===== src/rtl/varredura_matriz.sv =====
// Row-scan controller for a 7x5 LED matrix: row index, active-low row drive,
// registered column drive with a blank cycle between rows, and frame selection.
module varredura_matriz #(
  parameter int DIV_MAX           = 50000,
  parameter int N_QUADROS         = 4,
  parameter int VARREDURAS_QUADRO = 60
) (
  input  logic       clk,
  input  logic       reset,
  input  logic       habilita,
  input  logic       modo_auto,
  input  logic       botao_avanco,
  input  logic [4:0] colunas_in,
  output logic [2:0] contador,
  output logic [6:0] linhas,
  output logic [4:0] colunas_out,
  output logic [1:0] quadro_sel,
  output logic       fim_quadro
);

  localparam int PW = $clog2(DIV_MAX);
  localparam int SW = $clog2(VARREDURAS_QUADRO + 1);

  typedef enum logic [1:0] {PARADO, APAGADO, EXIBE} state_t;

  state_t          state_reg, state_next;
  logic [2:0]      cont_reg, cont_next;
  logic [PW-1:0]   presc_reg, presc_next;
  logic [SW-1:0]   scan_reg, scan_next;
  logic [1:0]      quadro_reg, quadro_next;
  logic [4:0]      col_reg, col_next;
  logic            fim_reg, fim_next;
  logic            btn_reg;

  logic            btn_edge;
  logic            presc_max;
  logic [1:0]      quadro_inc;
  logic [SW-1:0]   scan_inc;

  assign btn_edge   = botao_avanco & ~btn_reg;
  assign presc_max  = (presc_reg == PW'(DIV_MAX - 1));
  assign quadro_inc = (quadro_reg == 2'(N_QUADROS - 1)) ? 2'd0 : quadro_reg + 2'(1);
  assign scan_inc   = scan_reg + SW'(1);

  always_ff @(posedge clk) begin
    if (reset) begin
      state_reg  <= PARADO;
      cont_reg   <= 3'd0;
      presc_reg  <= '0;
      scan_reg   <= '0;
      quadro_reg <= 2'd0;
      col_reg    <= 5'd0;
      fim_reg    <= 1'b0;
      btn_reg    <= 1'b0;
    end else begin
      state_reg  <= state_next;
      cont_reg   <= cont_next;
      presc_reg  <= presc_next;
      scan_reg   <= scan_next;
      quadro_reg <= quadro_next;
      col_reg    <= col_next;
      fim_reg    <= fim_next;
      btn_reg    <= botao_avanco;
    end
  end

  // Priority: display off, then button, then the normal scan sequence.
  always_comb begin
    state_next  = state_reg;
    cont_next   = cont_reg;
    presc_next  = presc_reg;
    scan_next   = scan_reg;
    quadro_next = quadro_reg;
    fim_next    = 1'b0;

    if (!habilita) begin
      state_next = PARADO;
      cont_next  = 3'd0;
      presc_next = '0;
      scan_next  = '0;
      if (btn_edge) quadro_next = quadro_inc;
    end else if (btn_edge) begin
      quadro_next = quadro_inc;
      state_next  = APAGADO;
      cont_next   = 3'd0;
      presc_next  = '0;
      scan_next   = '0;
    end else begin
      case (state_reg)
        PARADO: begin
          state_next = APAGADO;
          cont_next  = 3'd0;
          presc_next = '0;
        end
        APAGADO: begin
          state_next = EXIBE;
          presc_next = '0;
        end
        EXIBE: begin
          if (presc_max) begin
            state_next = APAGADO;
            presc_next = '0;
            if (cont_reg == 3'd6) begin
              cont_next = 3'd0;
              fim_next  = 1'b1;
              if (scan_inc == SW'(VARREDURAS_QUADRO)) begin
                quadro_next = quadro_inc;
                scan_next   = '0;
              end else begin
                scan_next = scan_inc;
              end
            end else begin
              cont_next = cont_reg + 3'(1);
            end
          end else begin
            presc_next = presc_reg + PW'(1);
          end
        end
        default: state_next = PARADO;
      endcase
    end

    if (!modo_auto) scan_next = '0;

    // Columns are loaded one cycle ahead so they line up with the lit row.
    col_next = (state_next == EXIBE) ? colunas_in : 5'd0;
  end

  genvar gi;
  generate
    for (gi = 0; gi < 7; gi++) begin : g_linhas
      assign linhas[gi] = !((state_reg == EXIBE) && (cont_reg == 3'(gi)));
    end
  endgenerate

  assign contador    = cont_reg;
  assign colunas_out = col_reg;
  assign quadro_sel  = quadro_reg;
  assign fim_quadro  = fim_reg;

endmodule


===== config.mk =====
export PLATFORM = sky130hd
export DESIGN_NAME = varredura_matriz
export DESIGN_NICKNAME = d
export VERILOG_FILES = /design/src/rtl/varredura_matriz.sv
export SDC_FILE = /design/constraint.sdc
export NUM_CORES = 1
export LEC_CHECK = 0
export ABC_AREA = 1
export CAP_MARGIN = 25
export CORE_UTILIZATION = 58
export DETAILED_ROUTE_END_ITERATION = 8
export GPL_ROUTABILITY_DRIVEN = 0
export HOLD_SLACK_MARGIN = 0.1
export PLACE_DENSITY = 0.93
export SYNTH_ARGS = -nofsm -noshare
export SYNTH_HDL_FRONTEND = slang
export SYNTH_SLANG_ARGS = --single-unit

===== constraint.sdc =====
create_clock -name clk -period 2.1 [get_ports clk]
set_input_delay 0.21 -clock clk [delete_from_list [all_inputs] [get_ports clk]]
set_output_delay 0.21 -clock clk [all_outputs]
set_load 0.01 [all_outputs]

==> metrics, run 1 <==
Switching Share between 20% and 30%; Buf+Inv Stages, Crit Path 3; final wirelength between 4000 and 5000 um; Seq/Total Area, Yosys a little under two fifths; GRT overflow 0; # fillers between 200 and 250; CP max FO 5; gr usage total between 20 and 30%; cell area power density just under 500 nW/um^2; CORE AREA ~3100 um^2; most frequent cells in the layout nand2_1, inv_1, dfxtp_1, nor2_1; worst-margin pin slew approximately 0.48 ns; Reg clk slew, reported paths about 0.11 ns; CP peak stage delay 0.49 ns; clk root buf clkbuf_4; chip height 60.1 um; mapped cell area ~2000 um^2; clock skew 0.0105 ns; status completed; detailed placement HPWL 3270 um; Ports 28; Mapped Nets 304; Die Span X about 60 um; clock power share 34.2%; Sequential Power Share around 60%; residual DRC count 0; P_int about 0.00089 W; Worst setup SP type register; Clock Tree Buf Depth 2; Skew-Pair Late Insertion Delay approximately 0.35 ns; max cap viols 0; Hold Fails Final Rpt 0; NumNets Final about 340; CTS tree done; Max Transition Viols Final 0; global-route wire length before repair ~7600 um; RSZ-0062 raised after global routing no; largest net degree at the start of global routing 18; WP depth 5; Crit. End Element output port; Synth Flop Type dfxtp_1; Synth Register Bits 36; post-synthesis cell count 290; Period Utilization, post-route a little under 100%; CP Class reg2out; Rel. slew slack between 60% and 70%; achievable frequency just under 500 MHz; net switching power figure about 0.00029 W; r2r endpoint colunas_out[4]; Synth async-reset ratio 0%; 1st-pass router iterations 7; initial antenna violation count 0; Starting DRT DRC Count ~170; CP arrival between 1.5 and 2 ns; Avg Cell Area, Syn between 6 and 7 um^2; Gate power share roughly 6.7%; DR vias/cell 5.42; Area Overhead vs Synth 20.9%; max reg flops 16; row count 20; footprint of the multi-input gates 1050 um^2; vias in the first global route about 1,800; Core Util, Final between 70% and 80%; Sink Count 36; Crit path required time around 1.9 ns; Worst R2R Setup Slack about 0.39 ns; Reg2Reg Depth 8; leakage power 0.899 nW; Top cell by count, worst path inv_1; Initial Util between 60% and 70%; sequential cell area 722 um^2; R2R Path Start state_reg[0]; HP Class in2reg; Distinct cells, synth 29; H-Tree Depth 2; DR WL/cell roughly 13 um; diodes inserted 0; Synthesis Warnings 0; fin crit period 2.06 ns; VDD IR-drop max about 0.47 mV; CP Launch Point contador[0]; CTS buffer count 5; number of synthesized flops with an enable pin 0; Crit path max-delay family buffers and inverters; via count approximately 2,000; CP Cell Sequence inv_1 > nand3_1 > nor2_2 > inv_1 > clkdlybuf4s50_1; DIE AREA about 3600 um^2; layout cell share with drive strength beyond 1 between 10% and 20%; # setup viols final 0; IO buf count 27; Detail Route Antenna Nets 0; crit path to linhas[6]; Sum Neg Setup Slack 0 ns; CP max stage cell clkdlybuf4s50_1; most common cell after layout, fill and taps aside nand2_1
==> area by class of cell <==
class	instances	share of cell area, %
Multi-Input combinational cell	205	44.3
Sequential cell	36	30.5
Clock buffer	7	2.32
Timing Repair Buffer	32	13.0
Clock inverter	1	0.317
Inverter	45	7.29
Tap cell	44	2.32
==> kinds of logic (layout without fill, tap and decap cells) <==
kind of cell	Yosys count	after routing	share of synthesized area, %
buf+inv	49	85	9.77
xor+xnor	3	3	1.34
simple gates	156	156	38.3
flops	36	36	36.8
fa+ha+maj	4	4	2.55
compound gates	42	42	11.2
==> power by group through the flow <==
stage / clock [W] / combinational (W) / sequential (W)
final: 0.000403 / 0.0000788 / 0.000696
after global routing: 0.000435 / 0.0000860 / 0.000698
after CTS: 0.000406 / 0.0000760 / 0.000696
after detailed placement: 0 / 0.0000755 / 0.000711
after global placement: 0 / 0.0000730 / 0.000711
after floorplan: 0 / 0.0000366 / 0.000713
==> layer usage <==
metal / global-route usage [%] / share of wire, % / wire length [um]
met1: 34.7 / 43 / 1990
met2: 46.9 / 47 / 2200
met3: 8.01 / 7.9 / 364
met4: 9.30 / 1.6 / 73
met5: 0 / 0 / 0
==> worst min path at each step <==
stage                        from        endpoint  slack [ns]  cells past startpoint
finish              colunas_in[0]  colunas_out[0]        0.36                      3
CTS                 colunas_in[0]  colunas_out[0]        0.37                      3
global placement    presc_reg[14]   presc_reg[14]        0.47                      2
global route        colunas_in[1]  colunas_out[1]        0.37                      3
floorplan                   reset         btn_reg        0.28                      1
detailed placement   presc_reg[9]    presc_reg[9]        0.47                      2
==> worst min-delay path, cell delays in order <==
cell	delay, ns
clkdlybuf4s50_1	0.39
inv_1	0.05
nor2_1	0.03
==> metrics by stage <==
| step | total power (W) | setup slack, ns | std cells | hold WS (ns) | area (um^2) |
|---|---|---|---|---|---|
| finish | 0.00118 | 0.0375 | 370 | 0.364 | 2370 |
| detailed placement | 0.000787 | 0.414 | 358 | 0.470 | 2270 |
| floorplan | 0.000749 | 0.692 | 290 | 0.282 | 1960 |
| global route | 0.00122 | 0.00253 | 370 | 0.374 | 2370 |
| CTS | 0.00118 | 0.0138 | 366 | 0.367 | 2330 |
| global placement | 0.000784 | 0.448 | 358 | 0.467 | 2270 |
==> synthesized netlist by cell type (4+ instances only) <==
cell type,count,area share [%]
nand3_1,27,6.9
ha_1,4,2.6
nor2_1,32,6.1
o21ai_0,10,2.6
nor2_2,5,1.6
dfxtp_1,36,37
nand4_1,8,2.6
inv_1,40,7.7
a21oi_1,25,6.4
nand2_1,63,12
nor3_1,5,1.3
==> what timing repair did <==
action | CTS | global route
setup endpoints to repair | 0 | 7
hold buffers | 0 | 0
buffers inserted | 0 | 4
resized for setup | 0 | 3
Note: power is estimated with default switching activity, not from simulation.
==> run 2, diff against run 1 <==
Settings changed: CTS_BUF_LIST set to sky130_fd_sc_hd__clkbuf_16.
==> metrics, run 2 (synthesis results as in run 1) <==
global-route wire length before repair 8090 um (was 7630 um); CORE AREA 3130 um^2 (unchanged); Detail Route Antenna Nets 0 (unchanged); VDD IR-drop max 0.484 mV (was 0.465 mV); Top Layer Used met4 (unchanged); most frequent cells in the layout nand2_1, inv_1, dfxtp_1, nor2_1 (unchanged); Setup WS pre-CTS 0.414 ns (unchanged); Hold Fails Final Rpt 0 (unchanged); clk root buf clkbuf_16 (was clkbuf_4); routed wl met2 2390 um (was 2200 um); largest net degree at the start of global routing 18 (unchanged); WP depth 5 (unchanged); chip height 60.1 um (unchanged); max reg flops 16 (unchanged); cell area power density 607 nW/um^2 (was 497 nW/um^2); 1st-pass router iterations 5 (was 7); Reg clk slew, reported paths 0.05 ns (was 0.11 ns); Max Transition Viols Final 0 (unchanged); fin crit period 2.05 ns (was 2.06 ns); layout cell share with drive strength beyond 1 10.1% (was 11.0%); HP Class in2reg (unchanged); DR WL/cell 13.3 um (was 12.5 um); metal3 WL 340 um (was 364 um); CP peak stage delay 0.54 ns (was 0.49 ns); Starting DRT DRC Count 165 (was 171); Ports 28 (unchanged); CP Class reg2out (unchanged); DR vias/cell 5.48 (was 5.42); leakage power 0.935 nW (was 0.899 nW); CP arrival 1.84 ns (was 1.85 ns); Worst setup SP type register (unchanged); Buf+Inv Stages, Crit Path 3 (unchanged); most common cell after layout, fill and taps aside nand2_1 (unchanged); Core Util, Final 78.1% (was 75.8%); Met1 Wirelength 2070 um (was 1990 um); worst-margin pin slew 0.485 ns (about the same); Crit. End Element output port (unchanged); Die Span X 60.1 um (unchanged); CTS buffer count 5 (unchanged); IO buf count 27 (unchanged); Crit path max-delay family buffers and inverters (unchanged); initial antenna violation count 0 (unchanged); final wirelength 4930 um (was 4630 um); # fillers 217 (was 236); Min Hold Slack 0.452 ns (was 0.364 ns); post-route cell area 2440 um^2 (was 2370 um^2); final setup margin 0.0454 ns (was 0.0375 ns); max cap viols 0 (unchanged); Skew-Pair Late Insertion Delay 0.28 ns (was 0.35 ns); Clock Tree Buf Depth 2 (unchanged); Crit path required time 1.89 ns (about the same); status completed (unchanged); Placed Instance Area 2270 um^2 (unchanged); detailed placement HPWL 3270 um (unchanged); Sink Count 36 (unchanged); Hold Crit Depth 3 (unchanged); H-Tree Depth 2 (unchanged); GRT overflow 0 (unchanged); Period Utilization, post-route 97.8% (was 98.2%); vias in the first global route 1,895 (was 1,786); residual DRC count 0 (unchanged); CP max FO 10 (was 5); CTS tree done (unchanged); via count 2,028 (was 2,006); Initial Util 62.6% (unchanged); # setup viols final 0 (unchanged); clock skew 0.00247 ns (was 0.0105 ns); diodes inserted 0 (unchanged); gr usage total 29.9% (was 28.2%); Reg2Reg Depth 8 (unchanged); Area Overhead vs Synth 24.7% (was 20.9%); DIE AREA 3610 um^2 (unchanged); NumNets Final 339 (unchanged); row count 20 (unchanged); Rel. slew slack 67.6% (was 67.7%); CP max stage cell clkdlybuf4s50_1 (unchanged); achievable frequency 487 MHz (was 485 MHz); CP Cell Sequence inv_1 > nand2_1 > clkinvlp_4 > nand3_1 > clkdlybuf4s50_1 (was inv_1 > nand3_1 > nor2_2 > inv_1 > clkdlybuf4s50_1)
## run 2: cell count changes in the layout (fill, tap and decap cells not counted), sizes merged
| cell | previous run | this run |
|---|---|---|
| clkbuf | 7 | 5 |
| clkinv | 2 | 3 |
| inv | 42 | 43 |
## run 2: area by class of cell
type                       count  area [um^2]  area share (%)
sequential                    36          721            29.5
tap                           44         55.1            2.25
multi-input combinational    205         1050            42.9
inverter                      45          173            7.07
clock inverter                 3         15.0           0.614
clock buffer                   5          125            5.12
timing repair buffer          32          308            12.6
## run 2: path summary, 6_finish.rpt
path	startpoint	endpoint	slack, ns
worst max register to register	presc_reg[0]	presc_reg[12]	0.37
worst max-delay path	state_reg[0]	linhas[5]	0.05
worst min-delay path	colunas_in[0]	colunas_out[0]	0.45
worst min register to register	presc_reg[9]	presc_reg[9]	0.48
## run 2: power by group
| group | leakage (nW) | switching [W] | internal [W] |
|---|---|---|---|
| clock network | 0.0687 | 0.000275 | 0.000430 |
| registers | 0.291 | 0.00000587 | 0.000691 |
| logic | 0.576 | 0.0000421 | 0.0000386 |
## run 2: per-stage QoR
stage | instances | power, W | TNS (ns)
2_1_floorplan | 290 | 0.000749 | 0
3_3_place_gp | 358 | 0.000784 | 0
3_5_place_dp | 358 | 0.000787 | 0
4_1_cts | 366 | 0.00148 | 0
5_1_grt | 370 | 0.00152 | -0.224
6_report | 370 | 0.00148 | 0
## run 2: repair_timing
action	in CTS	in global routing
buffers inserted	0	4
hold buffers	0	0
endpoints found under the setup margin	0	6
gates resized for setup	0	1
## run 2: metal layers
layer / GRT usage [%] / vias to the layer above
met5: 0 / -
met4: 15.0 / 0
met3: 6.06 / 15
met2: 50.4 / 87
met1: 35.6 / 919
li1: - / 1007
## run 2: tightest hold or removal path: stages
cell,delay [ns]
clkdlybuf4s50_1,0.39
inv_1,0.05
nor2_1,0.03
